===== src/rtl/fft_pkg.sv =====
// Shared constants, bus types and FSM encoding for the FFT peak detector.
package fft_pkg;

  localparam int N_PTS   = 1024;
  localparam int DW      = 16;
  localparam int SINK_W  = 39;
  localparam int MIN_BIN = 1;
  localparam int MAX_BIN = 511;
  localparam int BIN_W   = $clog2(N_PTS);

  typedef struct packed {
    logic signed [DW-1:0] re;
    logic signed [DW-1:0] im;
  } cplx_t;

  typedef logic [2*DW-1:0]  mag_t;
  typedef logic [BIN_W-1:0] bin_t;

  typedef enum logic [1:0] {IDLE, FRAME, DRAIN, HOLD} pk_state_t;

  localparam bin_t MIN_BIN_B = bin_t'(MIN_BIN);
  localparam bin_t MAX_BIN_B = bin_t'(MAX_BIN);
  localparam bin_t LAST_BIN  = bin_t'(N_PTS - 1);

  function automatic logic in_window(input bin_t b);
    return (b >= MIN_BIN_B) && (b <= MAX_BIN_B);
  endfunction

endpackage


===== src/rtl/fft_mag_sq.sv =====
// |X|^2 = re^2 + im^2 with bin/last sideband carried alongside.
// Latency 2 cycles; no backpressure, accepts a beat every cycle.
module fft_mag_sq
  import fft_pkg::*;
(
  input  logic                 clk,
  input  logic                 rst_n,
  input  logic                 in_vld,
  input  logic signed [DW-1:0] in_re,
  input  logic signed [DW-1:0] in_im,
  input  logic [BIN_W-1:0]     in_bin,
  input  logic                 in_last,
  output logic                 out_vld,
  output logic [2*DW-1:0]      out_mag,
  output logic [BIN_W-1:0]     out_bin,
  output logic                 out_last
);

  logic signed [2*DW-1:0] re_x, im_x;
  logic                   s1_vld, s1_last;
  mag_t                   s1_re2, s1_im2;
  bin_t                   s1_bin;

  // Sign-extend before squaring so the full product is kept.
  assign re_x = (2*DW)'(in_re);
  assign im_x = (2*DW)'(in_im);

  always_ff @(posedge clk or negedge rst_n) begin
    if (!rst_n) begin
      s1_vld   <= 1'b0;
      s1_last  <= 1'b0;
      s1_re2   <= '0;
      s1_im2   <= '0;
      s1_bin   <= '0;
      out_vld  <= 1'b0;
      out_last <= 1'b0;
      out_mag  <= '0;
      out_bin  <= '0;
    end else begin
      s1_vld  <= in_vld;
      out_vld <= s1_vld;
      if (in_vld) begin
        s1_re2  <= $unsigned(re_x * re_x);
        s1_im2  <= $unsigned(im_x * im_x);
        s1_bin  <= in_bin;
        s1_last <= in_last;
      end
      // Each square is at most 2^(2*DW-2), so the sum cannot wrap.
      if (s1_vld) begin
        out_mag  <= s1_re2 + s1_im2;
        out_bin  <= s1_bin;
        out_last <= s1_last;
      end
    end
  end

endmodule


===== src/rtl/fft_peak_detector.sv =====
// Finds the largest |X|^2 bin inside the search window of each FFT frame.
// Result valid 3 cycles after EOP; sink stalls from frame close until the result is taken.
module fft_peak_detector
  import fft_pkg::*;
(
  input  logic              clk_clk,
  input  logic              reset_reset_n,
  input  logic              sink_valid,
  output logic              sink_ready,
  input  logic [1:0]        sink_error,
  input  logic              sink_startofpacket,
  input  logic              sink_endofpacket,
  input  logic [SINK_W-1:0] sink_data,
  output logic              result_valid,
  input  logic              result_ready,
  output logic [BIN_W-1:0]  result_bin,
  output logic [2*DW-1:0]   result_mag,
  output logic              result_error
);

  pk_state_t state, next_state;
  logic      rdy_q, accept, beat_vld, beat_last, err_q, err_nxt, last_done, upd;
  bin_t      bin_cnt, beat_bin, m_bin, max_bin, base_bin;
  mag_t      m_mag, max_mag, base_mag;
  logic      m_vld, m_last;
  cplx_t     beat;
  logic      unused_lsb;

  assign beat       = sink_data[SINK_W-1 -: 2*DW];
  assign unused_lsb = ^sink_data[SINK_W-2*DW-1:0];

  always_comb begin
    accept    = sink_valid && rdy_q;
    beat_vld  = accept && (sink_startofpacket || (state == FRAME));
    beat_bin  = ((state == FRAME) && !sink_startofpacket) ? bin_cnt : '0;
    beat_last = sink_endofpacket || (beat_bin == LAST_BIN);
    // EOP must coincide with the final bin; either one alone marks a bad length.
    err_nxt   = (sink_startofpacket ? 1'b0 : err_q) | (|sink_error)
              | (sink_endofpacket != (beat_bin == LAST_BIN));
    next_state = state;
    case (state)
      IDLE, FRAME: if (beat_vld) next_state = beat_last ? DRAIN : FRAME;
      DRAIN:       if (last_done) next_state = HOLD;
      HOLD:        if (result_ready) next_state = IDLE;
      default:     next_state = IDLE;
    endcase
  end

  // Bin 0 only ever follows an SOP, so it restarts the running max in-line and
  // any stale beats of an abandoned frame ahead of it are overwritten.
  always_comb begin
    base_mag = (m_bin == '0) ? '0 : max_mag;
    base_bin = (m_bin == '0) ? MIN_BIN_B : max_bin;
    upd      = in_window(m_bin) && (m_mag > base_mag);
  end

  fft_mag_sq u_mag_sq (
    .clk      (clk_clk),
    .rst_n    (reset_reset_n),
    .in_vld   (beat_vld),
    .in_re    (beat.re),
    .in_im    (beat.im),
    .in_bin   (beat_bin),
    .in_last  (beat_last),
    .out_vld  (m_vld),
    .out_mag  (m_mag),
    .out_bin  (m_bin),
    .out_last (m_last)
  );

  always_ff @(posedge clk_clk or negedge reset_reset_n) begin
    if (!reset_reset_n) begin
      state        <= IDLE;
      rdy_q        <= 1'b0;
      bin_cnt      <= '0;
      err_q        <= 1'b0;
      last_done    <= 1'b0;
      max_mag      <= '0;
      max_bin      <= '0;
      result_bin   <= '0;
      result_mag   <= '0;
      result_error <= 1'b0;
    end else begin
      state <= next_state;
      rdy_q <= (next_state == IDLE) || (next_state == FRAME);
      if (beat_vld) begin
        bin_cnt <= beat_bin + 1'b1;
        err_q   <= err_nxt;
      end
      if (m_vld) begin
        max_mag <= upd ? m_mag : base_mag;
        max_bin <= upd ? m_bin : base_bin;
      end
      if ((state == DRAIN) && last_done) begin
        last_done    <= 1'b0;
        result_bin   <= max_bin;
        result_mag   <= max_mag;
        result_error <= err_q;
      end else if (m_vld && m_last) begin
        last_done <= 1'b1;
      end
    end
  end

  assign sink_ready   = rdy_q;
  assign result_valid = (state == HOLD);

endmodule

===== config.mk =====
export PLATFORM = sky130hd
export DESIGN_NAME = fft_peak_detector
export DESIGN_NICKNAME = d
export VERILOG_FILES = /design/src/rtl/fft_pkg.sv /design/src/rtl/fft_mag_sq.sv /design/src/rtl/fft_peak_detector.sv
export SDC_FILE = /design/constraint.sdc
export NUM_CORES = 2
export LEC_CHECK = 0
export ABC_AREA = 1
export BUFFER_PORTS_ARGS = -buffer_cell sky130_fd_sc_hd__clkbuf_2
export CAP_MARGIN = 10
export CORE_ASPECT_RATIO = 0.9
export CORE_UTILIZATION = 35
export DETAILED_ROUTE_END_ITERATION = 8
export MAX_ROUTING_LAYER = met4
export PLACE_DENSITY = 0.6
export SLEW_MARGIN = 20
export SYNTH_ARGS = -nofsm -noshare
export SYNTH_HDL_FRONTEND = slang
export SYNTH_SLANG_ARGS = --single-unit
export TNS_END_PERCENT = 20

===== constraint.sdc =====
create_clock -name clk_clk -period 3.85 [get_ports clk_clk]
set_clock_uncertainty 0.1 [all_clocks]
set_input_delay 0.1925 -clock clk_clk [delete_from_list [all_inputs] [get_ports clk_clk]]
set_output_delay 0.1925 -clock clk_clk [all_outputs]
set_load 0.005 [all_outputs]

==> results.txt <==
----------------------------------------------------
[STA]
  Final setup fails ... between 40 and 50
  Final Hold Vio Count ... 0
  Fmax ... around 0.21 GHz
  Final period utilization ... 1.23
  Worst setup margin ... -0.903 ns
  Measured slew at the worst slew-check pin ... 0.854 ns
  Setup repair after global routing missed its margin ... true
  Number of max-slew violations in the final report ... 0
  Final Critical Period ... approximately 4.8 ns
  Worst max-slew margin expressed relative to the limit ... 0.431

[Routing]
  Violation count after the first detailed-routing iteration ... 1,259
  Via Count ... about 25k
  Routed WL per cell ... roughly 14 um
  Pre-antenna DRT Iters ... 5
  Post-detailed-route DRC marker count ... 0
  Final wirelength ... between 70,000 and 80,000 um
  Remaining number of nets flagged by the antenna check after routing ... 0
  Via/cell ratio ... ~4.6

[Clock tree]
  Clock tree from TritonCTS ... done
  Number of levels the H-tree was split into ... 1
  CTS clk-pin slew, worst paths ... around 0.06 ns
  Root Buffer ... sky130_fd_sc_hd__clkbuf_16
  Insertion delay to the later sink of the worst-skew pair ... 0.55 ns
  Deepest clock path buffer count ... 3
  Clock tree sinks ... 218
  Num CTS Buffers ... 25

[Critical path]
  Required time of the critical path ... roughly 4.2 ns
  Critical path endpoint category ... register
  Type of origin of the critical path ... input port
  Worst-path maximum fanout ... 8
  Reg2reg start ... state[1]
  Kind of critical path ... in2reg
  CP endpoint ... u_mag_sq.s1_re2[30]
  Worst setup path startpoint ... sink_data[38]
  FF-to-FF path depth ... 11
  Register-to-register setup slack ... 0.55 ns
  Critical register-to-register path endpoint ... err_q
  WP data arrival ... roughly 5.1 ns

[Final layout]
  Number of nets in the final layout ... around 5k
  Final Instance Area ... roughly 38,000 sq um
  Fraction of layout cells with a size suffix above 1 ... 0.232
  Final core occ ... 0.446
  Leading cell types in the layout, fill and taps excluded ... sky130_fd_sc_hd__nand2_1 (862), sky130_fd_sc_hd__inv_1 (852), sky130_fd_sc_hd__fa_1 (439), sky130_fd_sc_hd__buf_4 (400), sky130_fd_sc_hd__dfrtp_1 (218)
  Area added between synthesis and finish ... 26.4%
  Most common cell after layout, fill and taps aside ... sky130_fd_sc_hd__nand2_1

[Hold path]
  Worst min-delay path class ... in2reg

[Place]
  GP Congestion ... 0.936
  Placed standard-cell area ... between 30,000 and 40,000 sq um
  Worst setup slack before clock tree synthesis ... -1.83 ns
  Quantity of I/O buffers inserted on ports ... between 80 and 90
  Total half-perimeter wirelength after legalization and detailed placement ... between 60,000 and 70,000 um

[Synthesis]
  Count of yosys warnings during synthesis ... 0
  Combined area of all synthesized cells ... around 30,000 sq um
  Library cells used by synthesis ... 47
  Cell type with the largest total area after synthesis ... sky130_fd_sc_hd__fa_1
  Synthesized instance count ... between 3k and 4k
  Top area cells in the synthesized netlist ... sky130_fd_sc_hd__fa_1 (31%), sky130_fd_sc_hd__dfrtp_1 (18%), sky130_fd_sc_hd__nand2_1 (12%), sky130_fd_sc_hd__inv_1 (11%), sky130_fd_sc_hd__ha_1 (10%)
  Net count after synthesis ... ~4.5k
  Synthesized flop and latch total ... 218
  Seq/Total Area, Yosys ... 0.180
  Avg Inst Size Synth ... about 8.0 sq um
  Share of the synthesized area in the top cell type ... 0.308

[Floorplanning]
  Placement row count ... 102
  Die area ... 87,900 sq um
  X dimension of the die ... between 300 and 400 um
  Area of the core ... approximately 86,000 sq um
  Initial core utilization ... 0.353
  Number of I/O pins ... between 90 and 100
  Die span in y ... 281 um

[Status]
  Violations in the final reports ... setup timing
  Outcome ... finished, violations left

[Global routing]
  Global-route wire length before repair ... about 130,000 um
  All-layer global routing usage ... 0.185
  Via count of the first global-routing pass ... between 20k and 30k
  Antenna violations before repair ... 1
  Maximum number of pins on one net before global-route repair ... about 110
  Final global-route overflow total ... 0

[Job]
  Number of violations of the max-capacitance limit ... 0

----------------------------------------------------
## layout make-up
type,instances,area (sq um)
Timing Repair Buffer,537,4500
Antenna cell,1,2.50
Inverter,911,3450
Sequential cell,218,5460
Clock inverter,9,121
Multi-Input combinational cell,2547,22700
Fill cell,8509,47700
Tap cell,1144,1430
Clock buffer,32,682
## how the worst min path moves through the flow
stage          cells after the start                  to          start  slack (ns)
2_1_floorplan                      0          bin_cnt[0]  reset_reset_n       -0.20
3_3_place_gp                       1      result_mag[19]  reset_reset_n        0.23
3_5_place_dp                       1      result_mag[19]  reset_reset_n        0.22
4_1_cts                            5            state[0]     sink_valid        0.07
5_1_grt                            4  u_mag_sq.s1_im2[0]   sink_data[7]        0.08
6_report                           4  u_mag_sq.s1_im2[0]   sink_data[7]        0.06
## per-stage QoR
step | setup TNS [ns] | cells | hold WS, ns
global route | -42.08 | 5399 | 0.0808
finish | -32.71 | 5399 | 0.0617
global placement | -76.68 | 5312 | 0.229
floorplan | -51.06 | 3791 | -0.203
CTS | -32.99 | 5384 | 0.0702
detailed placement | -78.58 | 5312 | 0.225
## synth_stat cells (all sizes together)
cell    number
or2         10
nor3b        1
clkbuf      83
o21a         2
buf         32
inv        908
nand2      953
nand3b      11
a22o         2
nand3      223
a21o         6
a21boi       2
o211ai       1
nor4         3
o22ai        2
a31o         4
xor2        33
nand4       46
a21oi      111
nor2       183
and2         1
nor3        34
fa         467
a31oi        2
ha         244
o21bai      29
mux2        40
dfrtp      218
nand2b       1
o31ai        3
xnor2       36
o21ai       97
clkinv       3
## routing by layer
metal,wire [um],part of all wire,track usage,vias to the layer above
li1,-,-,-,12315
met1,37300,0.49,0.262,12200
met2,35600,0.46,0.295,394
met3,2790,0.036,0.0166,66
met4,908,0.012,0.0246,0
met5,0,0,-,-
## worst max-delay path: stages
cell	delay, ns
sky130_fd_sc_hd__clkbuf_16	0.16
sky130_fd_sc_hd__nand2_4	0.08
sky130_fd_sc_hd__inv_1	0.05
sky130_fd_sc_hd__fa_2	0.54
sky130_fd_sc_hd__fa_2	0.64
sky130_fd_sc_hd__inv_4	0.08
sky130_fd_sc_hd__fa_1	0.53
sky130_fd_sc_hd__inv_1	0.06
sky130_fd_sc_hd__fa_1	0.47
sky130_fd_sc_hd__inv_1	0.05
sky130_fd_sc_hd__fa_1	0.47
sky130_fd_sc_hd__inv_1	0.05
sky130_fd_sc_hd__fa_1	0.49
sky130_fd_sc_hd__ha_4	0.31
sky130_fd_sc_hd__nand4_1	0.23
sky130_fd_sc_hd__nor4_4	0.32
sky130_fd_sc_hd__nand2_1	0.11
sky130_fd_sc_hd__nand2_1	0.08
sky130_fd_sc_hd__nand2_1	0.05
sky130_fd_sc_hd__nand3_1	0.07
sky130_fd_sc_hd__nand2_1	0.06
## flip-flops by register name, summed over array words and instances, names as in the netlist, 10 cells and up
name and flops:
u_mag_sq.s1_im2 31, bin_cnt 10, result_bin 10, u_mag_sq.out_bin 10, max_mag 32, u_mag_sq.out_mag 32, result_mag 32, max_bin 10
u_mag_sq.s1_bin 10, u_mag_sq.s1_re2 31
## cell families after synthesis
| logic type | count (synthesis) | synth area share |
|---|---|---|
| multiplexers | 40 | 0.0148 |
| AND/OR/NAND/NOR | 1466 | 0.200 |
| adder cells (fa/ha/maj) | 711 | 0.409 |
| XOR/XNOR | 69 | 0.0199 |
| AO/OA/AOI/OAI | 261 | 0.0476 |
| buffers and inverters | 1026 | 0.129 |
| flip-flops | 218 | 0.180 |
## timing repair
| item | in CTS | in global routing |
|---|---|---|
| pin swaps | 113 | 103 |
| resized for setup | 289 | 187 |
| endpoints found under the setup margin | 50 | 50 |
| buffers inserted | 22 | 12 |
| cloned | 1 | 2 |
| endpoints found under the hold margin | 118 | 0 |
| hold buffers | 8 | 0 |
Power is left out: the tool's default activity adds up to more than one toggle a clock period on the data nets, which glitch-free logic cannot reach.
